$ cat config.mk
export PLATFORM = sky130hd
export DESIGN_NAME = lif_neuron_array_flat
export DESIGN_NICKNAME = d
export VERILOG_FILES = /design/src/rtl/lif_neuron_array_if.sv /design/src/rtl/lif_neuron_array.sv /design/src/flat_wrapper.sv
export SDC_FILE = /design/constraint.sdc
export NUM_CORES = 1
export LEC_CHECK = 0
export CORE_ASPECT_RATIO = 1.1
export CORE_MARGIN = 2
export CORE_UTILIZATION = 30
export DETAILED_ROUTE_END_ITERATION = 16
export HOLD_SLACK_MARGIN = 0.06
export PLACE_DENSITY = 0.47
export SYNTH_ARGS = -nofsm -noshare
export SYNTH_HDL_FRONTEND = slang
export SYNTH_SLANG_ARGS = --single-unit
$ cat constraint.sdc
create_clock -name clk -period 8.6 [get_ports clk]
set_clock_uncertainty 0.15 [all_clocks]
set_input_delay 2.15 -clock clk [delete_from_list [all_inputs] [get_ports clk]]
set_output_delay 2.15 -clock clk [all_outputs]
set_load 0.1 [all_outputs]
$ cat src/rtl/lif_neuron_array_if.sv
// Bus bundle for the LIF neuron array: step control,
// per-channel currents, spike strobe and debug readout.
interface lif_neuron_array_if #(
   parameter int N_CH = 4,
   parameter int W    = 8
);
   localparam int SW = (N_CH > 1) ? $clog2(N_CH) : 1;

   logic             step;
   logic [N_CH*W-1:0] in_cur;
   logic [W-1:0]     thr;
   logic             adapt_en;
   logic [SW-1:0]    dbg_sel;
   logic             busy;
   logic             spike_vld;
   logic [N_CH-1:0]  spike_vec;
   logic [W-1:0]     dbg_mem;

   modport master (
      output step, in_cur, thr, adapt_en, dbg_sel,
      input  busy, spike_vld, spike_vec, dbg_mem
   );

   modport slave (
      input  step, in_cur, thr, adapt_en, dbg_sel,
      output busy, spike_vld, spike_vec, dbg_mem
   );
endinterface

$ cat src/rtl/lif_neuron_array.sv
// Time-multiplexed leaky integrate-and-fire neuron array
// with one shared update datapath scanning channels in order.
module lif_neuron_array #(
   parameter int N_CH       = 4,
   parameter int W          = 8,
   parameter int LEAK_SHIFT = 3,
   parameter int REFRAC     = 2,
   parameter int ADAPT_INC  = 8
) (
   input logic clk,
   input logic rst,
   lif_neuron_array_if.slave bus
);
   localparam int IW = (N_CH > 1) ? $clog2(N_CH) : 1;
   localparam int RW = (REFRAC > 0) ? $clog2(REFRAC + 1) : 1;

   typedef enum logic [1:0] {IDLE, SCAN, DONE} state_t;

   state_t state, state_nx;
   logic [IW-1:0] idx, idx_nx;

   logic [W-1:0]  mem    [N_CH];
   logic [RW-1:0] refrac [N_CH];
   logic [W-1:0]  offset [N_CH];
   logic [N_CH-1:0] spike_vec;
   logic [W-1:0]    dbg_mem;

   logic [W-1:0] cur, leaked, sum, off_use, off_nx;
   logic [W:0]   sum_w, eff, inc_w;
   logic         in_ref, fire;

   always_ff @(posedge clk or negedge rst) begin
      if (!rst) begin
         state <= IDLE;
         idx   <= '0;
      end else begin
         state <= state_nx;
         idx   <= idx_nx;
      end
   end

   always_comb begin
      state_nx = state;
      idx_nx   = idx;
      unique case (state)
         IDLE: begin
            if (bus.step) begin
               state_nx = SCAN;
               idx_nx   = '0;
            end
         end
         SCAN: begin
            if (idx == IW'(N_CH - 1))
               state_nx = DONE;
            else
               idx_nx = idx + 1'b1;
         end
         DONE:    state_nx = IDLE;
         default: state_nx = IDLE;
      endcase
   end

   // Shared datapath for the channel selected by idx
   always_comb begin
      cur     = bus.in_cur[int'(idx)*W +: W];
      in_ref  = (refrac[idx] != '0);
      leaked  = mem[idx] - (mem[idx] >> LEAK_SHIFT);
      sum_w   = {1'b0, leaked} + {1'b0, cur};
      sum     = sum_w[W] ? '1 : sum_w[W-1:0];
      off_use = bus.adapt_en ? offset[idx] : '0;
      eff     = {1'b0, bus.thr} + {1'b0, off_use};
      fire    = !in_ref && ({1'b0, sum} >= eff);
      inc_w   = {1'b0, offset[idx]} + (W+1)'(ADAPT_INC);
      off_nx  = offset[idx];
      if (!bus.adapt_en)
         off_nx = '0;
      else if (fire)
         off_nx = inc_w[W] ? '1 : inc_w[W-1:0];
      else if (offset[idx] != '0)
         off_nx = offset[idx] - 1'b1;
   end

   always_ff @(posedge clk or negedge rst) begin
      if (!rst) begin
         for (int k = 0; k < N_CH; k++) begin
            mem[k]    <= '0;
            refrac[k] <= '0;
            offset[k] <= '0;
         end
         spike_vec <= '0;
         dbg_mem   <= '0;
      end else begin
         dbg_mem <= mem[bus.dbg_sel];
         if (state == SCAN) begin
            offset[idx]    <= off_nx;
            spike_vec[idx] <= fire;
            if (in_ref) begin
               refrac[idx] <= refrac[idx] - 1'b1;
               mem[idx]    <= '0;
            end else if (fire) begin
               mem[idx]    <= '0;
               refrac[idx] <= RW'(REFRAC);
            end else begin
               mem[idx] <= sum;
            end
         end
      end
   end

   assign bus.busy      = (state != IDLE);
   assign bus.spike_vld = (state == DONE);
   assign bus.spike_vec = spike_vec;
   assign bus.dbg_mem   = dbg_mem;
endmodule

$ cat src/flat_wrapper.sv
// flat-port wrapper written by rule: the top's interface ports become plain ports
module lif_neuron_array_flat 
#(
   parameter int N_CH       = 4,
   parameter int W          = 8,
   parameter int LEAK_SHIFT = 3,
   parameter int REFRAC     = 2,
   parameter int ADAPT_INC  = 8
)
  (clk, rst, bus_step, bus_in_cur, bus_thr, bus_adapt_en, bus_dbg_sel, bus_busy, bus_spike_vld, bus_spike_vec, bus_dbg_mem);
  lif_neuron_array_if #(.N_CH(N_CH), .W(W)) bus_i ();
  input logic clk;
  input logic rst;
  input wire logic [$bits(bus_i.step)-1:0] bus_step;
  input wire logic [$bits(bus_i.in_cur)-1:0] bus_in_cur;
  input wire logic [$bits(bus_i.thr)-1:0] bus_thr;
  input wire logic [$bits(bus_i.adapt_en)-1:0] bus_adapt_en;
  input wire logic [$bits(bus_i.dbg_sel)-1:0] bus_dbg_sel;
  output wire logic [$bits(bus_i.busy)-1:0] bus_busy;
  output wire logic [$bits(bus_i.spike_vld)-1:0] bus_spike_vld;
  output wire logic [$bits(bus_i.spike_vec)-1:0] bus_spike_vec;
  output wire logic [$bits(bus_i.dbg_mem)-1:0] bus_dbg_mem;
  assign bus_i.step = bus_step;
  assign bus_i.in_cur = bus_in_cur;
  assign bus_i.thr = bus_thr;
  assign bus_i.adapt_en = bus_adapt_en;
  assign bus_i.dbg_sel = bus_dbg_sel;
  assign bus_busy = bus_i.busy;
  assign bus_spike_vld = bus_i.spike_vld;
  assign bus_spike_vec = bus_i.spike_vec;
  assign bus_dbg_mem = bus_i.dbg_mem;
  lif_neuron_array #(.N_CH(N_CH), .W(W), .LEAK_SHIFT(LEAK_SHIFT), .REFRAC(REFRAC), .ADAPT_INC(ADAPT_INC)) u_core (.clk(clk), .rst(rst), .bus(bus_i));
endmodule
==> reports/metrics.cfg <==
[status]
status = completed

[critical_path]
critPathLaunch = bus_in_cur[24]
worst_ep_arrival_time_ns = 7.07
worstSetupEndpoint = u_core.offset[20]$_DFFE_PN0P_
worstPathRequired_ns = 8.73
crit_path_end_kind = flip-flop
r2r_start = u_core.idx[0]$_DFFE_PN0P_
r2r.worst_path.cells = 20
crit_type = input port to flip-flop
worstPathMaxFanout = 14
reg2reg_slack_ns = 1.95
reg2reg_to = u_core.offset[20]$_DFFE_PN0P_
critPathLaunchType = input port

[timing]
hold_viol_final = 0
rsz0062_at_grt = false
finalSetupViolCount = 0
final.period_utilization_pct = 80.69
fin_crit_ns = 6.939
final.setup.tns_ns = 0
relSlewSlack_pct = 24.73
max_freq_mhz = 144.1
finalMaxSlewViolations = 0
worst_slew_pin_slew_ns = 1.129

[detailed_routing]
detail-route-antenna-nets = 0
route.met3.wl_um = 625
routedWlPerCell_um = 17.66
drtIter0Drc = 323
drt_wl_total_mm = 15.19
avgViaCountPerCell = 5.157
drc_errors = 0
highest_layer = met4
wl_met1_mm = 6.581
wl_met2_mm = 7.792
drtPass1Iterations = 4
vias = 4435

[logic_synthesis]
syn_area_per_cell_sq_um = 10.17
synth-edff-count = 0
syn_inst = 562
synth.net_count = 649
synth.largest_area_cell = dfrtp_1
synth.top_cell.area_share_pct = 38.55
postSynth.asyncResetShare_pct = 100.0
ys_top_cells_by_count = dfrtp_1 (88), nand2_1 (85), o21ai_0 (74)
ys_warn_count = 0
synth_cell_types = 50
ys_seq_area_share_pct = 38.55
synthTopCellsByArea = dfrtp_1 (39%), mux4_2 (11%), ha_1 (8.3%), o21ai_0 (6.5%), nand2_1 (5.6%)
yosysMostFrequentCell = dfrtp_1
ys.flop_type = dfrtp_1
ys_ff_latch = 88
netlist_area_sq_um = 5713

[die]
core_area_sq_um = 18540
die_w_um = 135.6
die_h_um = 148.7
start_util_pct = 30.81
rows = 52
boundaryPins = 60
dieArea_sq_um = 20160

[place]
dp.cells = 844
place.gp.congestion = 0.7803
hpwl_mm = 10.96
io_buffers = 59

[worst_hold_path]
hold_path_depth = 2
hold_class = flip-flop to flip-flop

[job]
drv_cap = 0

[clock_tree]
cts_hold_buf = 0
cts.sinks = 88
post_cts_buffers = 0
ctsLongestPathBuffers = 2
cts_tree = yes
clk_pin_slew_ns = 0.06
clock_latency_ns = 0.34
h-tree-depth = 3
cts_made_buffers = 9
ctsResizeCount = 0
cts_root_buf = clkbuf_16

[global_route]
grt_usage_pct = 15.59
grt_pass1_vias = 4527
grt_pass1_wl_mm = 24.29
overflow = 0
antenna_found_initial = 0
grt_max_degree = 89

[cells_and_area]
fin_cells = 860
register_area_sq_um = 2203
multiInputGateArea_sq_um = 3299
post-route-util_pct = 36.86
diodes = 0
n_fill_cell = 1874
drive_above_1_share_pct = 11.83
areaGrowthSynthToFinish_pct = 19.62
nets = 699

[state kept, by name (all words and copies together) (netlist names)]
name	count
u_core.mem	32
u_core.offset	32
u_core.bus.dbg_mem	8
u_core.refrac	8
u_core.bus.spike_vec	4
u_core.idx	2
u_core.state	2
[logic make-up after synthesis]
family	after synthesis	share of synthesized area, %
AND/OR/NAND/NOR	176	15.07
AO/OA/AOI/OAI	144	15.37
flip-flops	88	38.55
buffers and inverters	54	3.701
multiplexers	43	15.48
adder cells (fa/ha/maj)	41	9.374
XOR/XNOR	16	2.453
[metal layers]
layer	vias to the layer above	global-route usage, %
met2	97	27.85
met1	2200	19.23
li1	2124	-
met5	-	0
met4	0	3.542
met3	14	3.330
[placed cells by master, fill, tap and decap left out, types with 4 or more instances in the layout]
cell type and n:
a21o_1 7, a21oi_1 14, a22o_1 4, a31oi_1 6
and2_1 10, and3_1 7, buf_4 8, clkbuf_16 9
clkdlybuf4s50_1 58, dfrtp_1 87, ha_1 38, inv_1 26
mux2i_1 7, mux4_1 6, mux4_2 28, nand2_1 85
nand3_1 9, nor2_1 29, nor2b_1 9, nor3_1 6
o21ai_0 74, o21ai_1 4, o21ai_2 4, o22a_1 4
o31ai_1 13, or2_2 8, xnor2_1 11, xor2_1 5
[cell type report]
| cell class | count | area share [%] |
|---|---|---|
| multi-input cells | 420 | 48.28 |
| flip-flops and latches | 88 | 32.24 |
| repair buffers | 66 | 9.374 |
| well taps | 243 | 4.449 |
| clock buffers | 12 | 3.753 |
| inverters | 27 | 1.483 |
| clock inverters | 4 | 0.4211 |
[worst min-delay path by stage]
stage / start / endpoint
final: u_core.offset[13]$_DFFE_PN0P_ / u_core.offset[13]$_DFFE_PN0P_
after global routing: u_core.offset[16]$_DFFE_PN0P_ / u_core.offset[16]$_DFFE_PN0P_
after CTS: u_core.offset[16]$_DFFE_PN0P_ / u_core.offset[16]$_DFFE_PN0P_
after detailed placement: u_core.offset[16]$_DFFE_PN0P_ / u_core.offset[16]$_DFFE_PN0P_
after global placement: u_core.offset[24]$_DFFE_PN0P_ / u_core.offset[24]$_DFFE_PN0P_
after floorplan: u_core.offset[16]$_DFFE_PN0P_ / u_core.offset[16]$_DFFE_PN0P_
[worst max-delay path, stage by stage]
cell and delay, ns:
clkdlybuf4s50_1 0.44, mux4_2 0.48, ha_1 0.22, inv_1 0.07, fa_1 0.19, nor2b_1 0.06
o31a_1 0.26, o31ai_1 0.32, a21oi_1 0.29, or2_2 0.37, ha_1 0.30, and3_1 0.19
nand3_1 0.08, o21ai_0 0.39, nand4_1 0.50, mux2i_1 0.56, a22o_1 0.20
[through the flow]
stage / cell area [sq um] / hold slack, ns / setup WS (ns)
after detailed placement: 6549 / 0.3117 / 1.229
after global routing: 6834 / 0.3431 / 1.154
after CTS: 6834 / 0.3260 / 1.568
final: 6834 / 0.3304 / 1.661
after floorplan: 5713 / 0.2901 / 2.133
after global placement: 6549 / 0.3050 / 1.364
Power is left out: the tool's default activity adds up to more than one toggle a clock period on the data nets, which glitch-free logic cannot reach.
==> patch 1, RTL diff (config.mk and constraints unchanged) <==
Make the reset (`rst`) synchronous in 2 clocked blocks.
--- a/src/rtl/lif_neuron_array.sv
+++ b/src/rtl/lif_neuron_array.sv
@@ -29,7 +29,7 @@
    logic [W:0]   sum_w, eff, inc_w;
    logic         in_ref, fire;
 
-   always_ff @(posedge clk or negedge rst) begin
+   always_ff @(posedge clk) begin
       if (!rst) begin
          state <= IDLE;
          idx   <= '0;
@@ -80,7 +80,7 @@
          off_nx = offset[idx] - 1'b1;
    end
 
-   always_ff @(posedge clk or negedge rst) begin
+   always_ff @(posedge clk) begin
       if (!rst) begin
          for (int k = 0; k < N_CH; k++) begin
             mem[k]    <= '0;
Formal check against the unedited RTL: differs if rst is asserted again (counterexample within 4 cycles, from zero or initial values and one cycle with rst low); with rst held inactive, the same outputs for 4 cycles.
==> patch 1 against the original RTL <==
  * Sequential cell count increased by 2
  * Sequential share of layout area increased by 4.2 points
  * Area after synthesis increased by 1.0%
  * Critical endpoint is now u_core.offset[1][7]$_SDFFCE_PN0P_
  * Setup slack improved by 87 ps
  * Critical path type unchanged
  * Utilization decreased by 0.31 points
  * Cell area increased by 1.4%
  * Routed wire length increased by 1.5%
==> patch 1: results (changes against the original RTL) <==
[outcome]
run_status = completed  ; unchanged

[yosys]
synthesis.nets = 599  ; was 649
netlist_area_mm2 = 0.00577  ; was 0.00571 mm²
synth_seq_area_share_pct = 43.7  ; was 38.5%
ys_types = 47  ; was 50
synth_area_leaders = edfxtp_1 37%, mux4_2 13%, ha_1 8.2%  ; was dfrtp_1 39%, mux4_2 11%, ha_1 8.3%
ys_top_cells_by_count = 72 x edfxtp_1, 51 x nor2_1, 41 x nand2_1  ; was 88 x dfrtp_1, 85 x nand2_1, 74 x o21ai_0
synth_area_per_cell_um2 = 11.3  ; was 10.2 µm²
async_flop_share_pct = 0  ; was 100%
yosysTopAreaCellShare_pct = 37.5  ; was 38.5%
synth_edf_count = 72  ; was 0

[setup_path]
critPathSlowestCell = nor3_2  ; was mux2i_1
crit_fanout = 10  ; was 14
critical_path.max_stage_delay_ps = 660  ; was 560 ps
cp.arrival_ps = 6890  ; was 7070 ps
crit_family = simple AND/OR/NAND/NOR gates  ; was compound AO/OA/AOI/OAI gates

[clock_tree]
clock_path_buffers = 2  ; unchanged
cts_root_buf = clkbuf_16  ; unchanged
cts.sinks = 90  ; was 88
post_cts_buffers = 0  ; unchanged

[sta]
worst_pin_slew_ps = 1030  ; was 1130 ps

[global_routing]
grt_first_pass_wirelength_um = 24300  ; about the same
grtUsageTotal_pct = 15.9  ; was 15.6%
grtUsageMet1_pct = 20.8  ; was 19.2%
use_met3_pct = 2.85  ; was 3.33%
grt_pass1_vias = 4217  ; was 4,527
use_met2_pct = 27.6  ; was 27.9%
grt_max_degree = 31  ; was 89

[layout]
signal_buffers = 65  ; was 66
bufAreaShareNonClock_pct = 9.17  ; was 9.37%
num-fill-cells = 1923  ; was 1,874
n_clock_buffer = 10  ; was 12
multi_input_area_share_pct = 44.1  ; was 48.3%
fin_area_mm2 = 0.00693  ; was 0.00683 mm²
n_antenna_cell = 0  ; unchanged
multi_input_gates = 371  ; was 420
fin_cells = 819  ; was 860
final_nets = 654  ; was 699
drive_gt1_share_pct = 12.2  ; was 11.8%
inverters = 30  ; was 27
clock_area_share_pct = 4.26  ; was 4.17%

[drt]
via_per_inst = 5.09  ; was 5.16
wl_met2_um = 7870  ; was 7790 µm
highest_layer = met4  ; unchanged
wl_met1_um = 6780  ; was 6580 µm
wl_per_cell_um = 18.8  ; was 17.7 µm
dr.pass1.iters = 5  ; was 4
drt-initial-drc-count = 265  ; was 323
wl_met3_um = 560  ; was 625 µm

[place]
pre_cts_ws_ps = 1440  ; was 1230 ps
placed_area_mm2 = 0.00664  ; was 0.00655 mm²
place_congestion = 0.827  ; was 0.780
dpl.hpwl_um = 11800  ; was 11,000 µm
post-place-cells = 803  ; was 844

[min_path]
hp-start = u_core.bus.spike_vec[1]$_SDFFE_PN0P_  ; was u_core.offset[13]$_DFFE_PN0P_

patch 1: changes by cell type after synthesis, sizes merged, moves of 6 or more:
cell / delta
a21oi: +21
o31ai: -6
o21ai: -66
clkbuf: -7
dfxtp: +18
nand2: -44
nor2: +22
edfxtp: +72
dfrtp: -88
and2: +8
nand2b: +6
patch 1: logic make-up (layout without fill, tap and decap cells):
family	count (synthesis)	count (layout)	share of synthesized area [%]
AND/OR/NAND/NOR	172	172	15.1
AO/OA/AOI/OAI	99	99	11.0
XOR/XNOR	18	18	2.73
multiplexers	41	41	14.6
buffers and inverters	51	111	3.60
adder cells (fa/ha/maj)	41	41	9.28
flip-flops	90	90	43.7
patch 1: worst paths after layout:
check	slack [ps]	depth (start not counted)	to
setup / recovery	1750	18	u_core.offset[1][7]$_SDFFCE_PN0P_
hold / removal	320	2	u_core.bus.spike_vec[1]$_SDFFE_PN0P_
setup reg to reg	2010	20	u_core.offset[1][7]$_SDFFCE_PN0P_
hold reg to reg	320	2	u_core.bus.spike_vec[1]$_SDFFE_PN0P_
==> patch 2, RTL diff (same flow settings) <==
Made on the original files. `W` is set to 8 in 3 places; all go to 10.
--- a/src/rtl/lif_neuron_array_if.sv
+++ b/src/rtl/lif_neuron_array_if.sv
@@ -2,7 +2,7 @@
 // per-channel currents, spike strobe and debug readout.
 interface lif_neuron_array_if #(
    parameter int N_CH = 4,
-   parameter int W    = 8
+   parameter int W    = 10
 );
    localparam int SW = (N_CH > 1) ? $clog2(N_CH) : 1;
 
--- a/src/rtl/lif_neuron_array.sv
+++ b/src/rtl/lif_neuron_array.sv
@@ -2,7 +2,7 @@
 // with one shared update datapath scanning channels in order.
 module lif_neuron_array #(
    parameter int N_CH       = 4,
-   parameter int W          = 8,
+   parameter int W          = 10,
    parameter int LEAK_SHIFT = 3,
    parameter int REFRAC     = 2,
    parameter int ADAPT_INC  = 8
--- a/src/flat_wrapper.sv
+++ b/src/flat_wrapper.sv
@@ -2,7 +2,7 @@
 module lif_neuron_array_flat 
 #(
    parameter int N_CH       = 4,
-   parameter int W          = 8,
+   parameter int W          = 10,
    parameter int LEAK_SHIFT = 3,
    parameter int REFRAC     = 2,
    parameter int ADAPT_INC  = 8
Interface: changed (resized bus_dbg_mem, bus_in_cur and bus_thr); port bits go from 60 to 72. The function was not compared with the original's and may differ.
==> patch 2 against the original RTL <==
  * Cell area up 21%
  * Fmax down 7.7%
  * Routed wire length up 29%
  * Sequential cell count up 18
  * Area after synthesis up 21%
  * Setup slack worse by 580 ps
  * Utilization down 0.68 points
Power is left out: the tool's default activity adds up to more than one toggle a clock period on the data nets, which glitch-free logic cannot reach.
==> patch 2: results (changes against the original RTL) <==
[yosys]
synth_area_leaders = dfrtp_1 38%, mux4_2 11%, ha_1 8.1%  ; was dfrtp_1 39%, mux4_2 11%, ha_1 8.3%
synthFlopType = dfrtp_1  ; unchanged
synth_edf_count = 0  ; unchanged
yosysWarningCount = 0  ; unchanged
synth_seq_area_share_pct = 38.3  ; was 38.5%
synthesis.nets = 759  ; was 649
ys_top_cells_by_count = 106 x dfrtp_1, 87 x nand2_1, 55 x o21ai_0  ; was 88 x dfrtp_1, 85 x nand2_1, 74 x o21ai_0
async_flop_share_pct = 100  ; unchanged
ys_types = 63  ; was 50

[global_routing]
grt_pass1_vias = 5624  ; was 4,527
grt_max_degree = 79  ; was 89
antenna_found_initial = 0  ; unchanged
grt_first_pass_wirelength_um = 31100  ; was 24,300 µm
grtUsageTotal_pct = 16.5  ; was 15.6%

[outcome]
run_status = completed  ; unchanged

[setup_path]
critPathSlowestCell = o311ai_0  ; was mux2i_1
cp.arrival_ps = 7570  ; was 7070 ps
critical_path.max_stage_delay_ps = 790  ; was 560 ps
crit_fanout = 14  ; unchanged

[place]
dpl.hpwl_um = 14400  ; was 11,000 µm
place_congestion = 0.829  ; was 0.780
placed_area_mm2 = 0.00793  ; was 0.00655 mm²
io_buffers = 71  ; was 59

[clock_tree]
post_cts_buffers = 0  ; unchanged
numCtsBuffers = 9  ; unchanged
clkLatencyLatePin_ps = 370  ; was 340 ps
cts_root_buf = clkbuf_16  ; unchanged
clkSlewWorstSetupHoldPaths_ps = 80  ; was 60 ps
htree_levels = 3  ; unchanged
clock_path_buffers = 2  ; unchanged
cts_resized = 0  ; unchanged

[drt]
via_per_inst = 5.39  ; was 5.16
dr.pass1.iters = 5  ; was 4
wl_um = 19700  ; was 15,200 µm
drt-initial-drc-count = 314  ; was 323

[layout]
num-fill-cells = 2276  ; was 1,874
biggestRegsByFlops = u_core.mem: 40 flops, u_core.offset: 40 flops, u_core.bus.dbg_mem: 10 flops  ; was u_core.mem: 32 flops, u_core.offset: 32 flops
n_antenna_cell = 0  ; unchanged
drive_gt1_share_pct = 10.0  ; was 11.8%
final_nets = 817  ; was 699

[sta]
worst_pin_slew_ps = 1020  ; was 1130 ps

[min_path]
worstHoldPathType = reg2reg  ; unchanged

==> patch 2: metal layers <==
layer  wire length (µm)  vias up  global-route usage, %
met5                  0        -                      0
met4                379        0                   5.54
met3                864       29                   2.65
met2              10100      122                   29.6
met1               8270     2762                   20.3
li1                   -     2572                      -
==> patch 2: area by class of cell <==
| class | instances | area share, % |
|---|---|---|
| Sequential cell | 106 | 32.2 |
| Tap cell | 300 | 4.55 |
| Clock inverter | 7 | 1.14 |
| Multi-Input combinational cell | 487 | 48.7 |
| Inverter | 30 | 1.37 |
| Clock buffer | 9 | 2.73 |
| Timing Repair Buffer | 79 | 9.32 |
==> patch 2: cell families after synthesis <==
| logic type | share of synthesized area [%] |
|---|---|
| AO/OA/AOI/OAI | 19.2 |
| buffers and inverters | 3.81 |
| flip-flops | 38.3 |
| adder cells (fa/ha/maj) | 8.99 |
| XOR/XNOR | 2.65 |
| multiplexers | 15.2 |
| AND/OR/NAND/NOR | 11.9 |
==> patch 2: final timing paths <==
kind                                                from                            end  cells after the start  slack (ps)
min in group asynchronous                            rst  u_core.offset[35]$_DFFE_PN0P_                      1        1560
hold reg to reg            u_core.offset[28]$_DFFE_PN0P_  u_core.offset[28]$_DFFE_PN0P_                      2         320
setup / recovery                          bus_in_cur[20]   u_core.offset[7]$_DFFE_PN0P_                     19        1080
setup reg to reg               u_core.idx[0]$_DFFE_PN0P_   u_core.offset[7]$_DFFE_PN0P_                     20        1230
hold / removal             u_core.offset[28]$_DFFE_PN0P_  u_core.offset[28]$_DFFE_PN0P_                      2         320
max in group asynchronous                            rst      u_core.idx[0]$_DFFE_PN0P_                      2        5330
==> patch 2: through the flow <==
stage | std cells | worst slack (ps) | hold WS (ps) | utilization (%)
floorplan | 655 | 2010 | 290 | -
global placement | 1002 | 996 | 302 | 34.8
detailed placement | 1002 | 730 | 307 | 34.8
CTS | 1018 | 1080 | 325 | 36.2
global route | 1018 | 562 | 345 | 36.2
finish | 1018 | 1080 | 323 | 36.2
==> patch 2: critical path, delay by kind of cell <==
kind            cells  cell delay [ps]
buf+inv             2              480
simple gates        3              760
mux                 1              470
compound gates     10             2950
fa+ha+maj           3              750
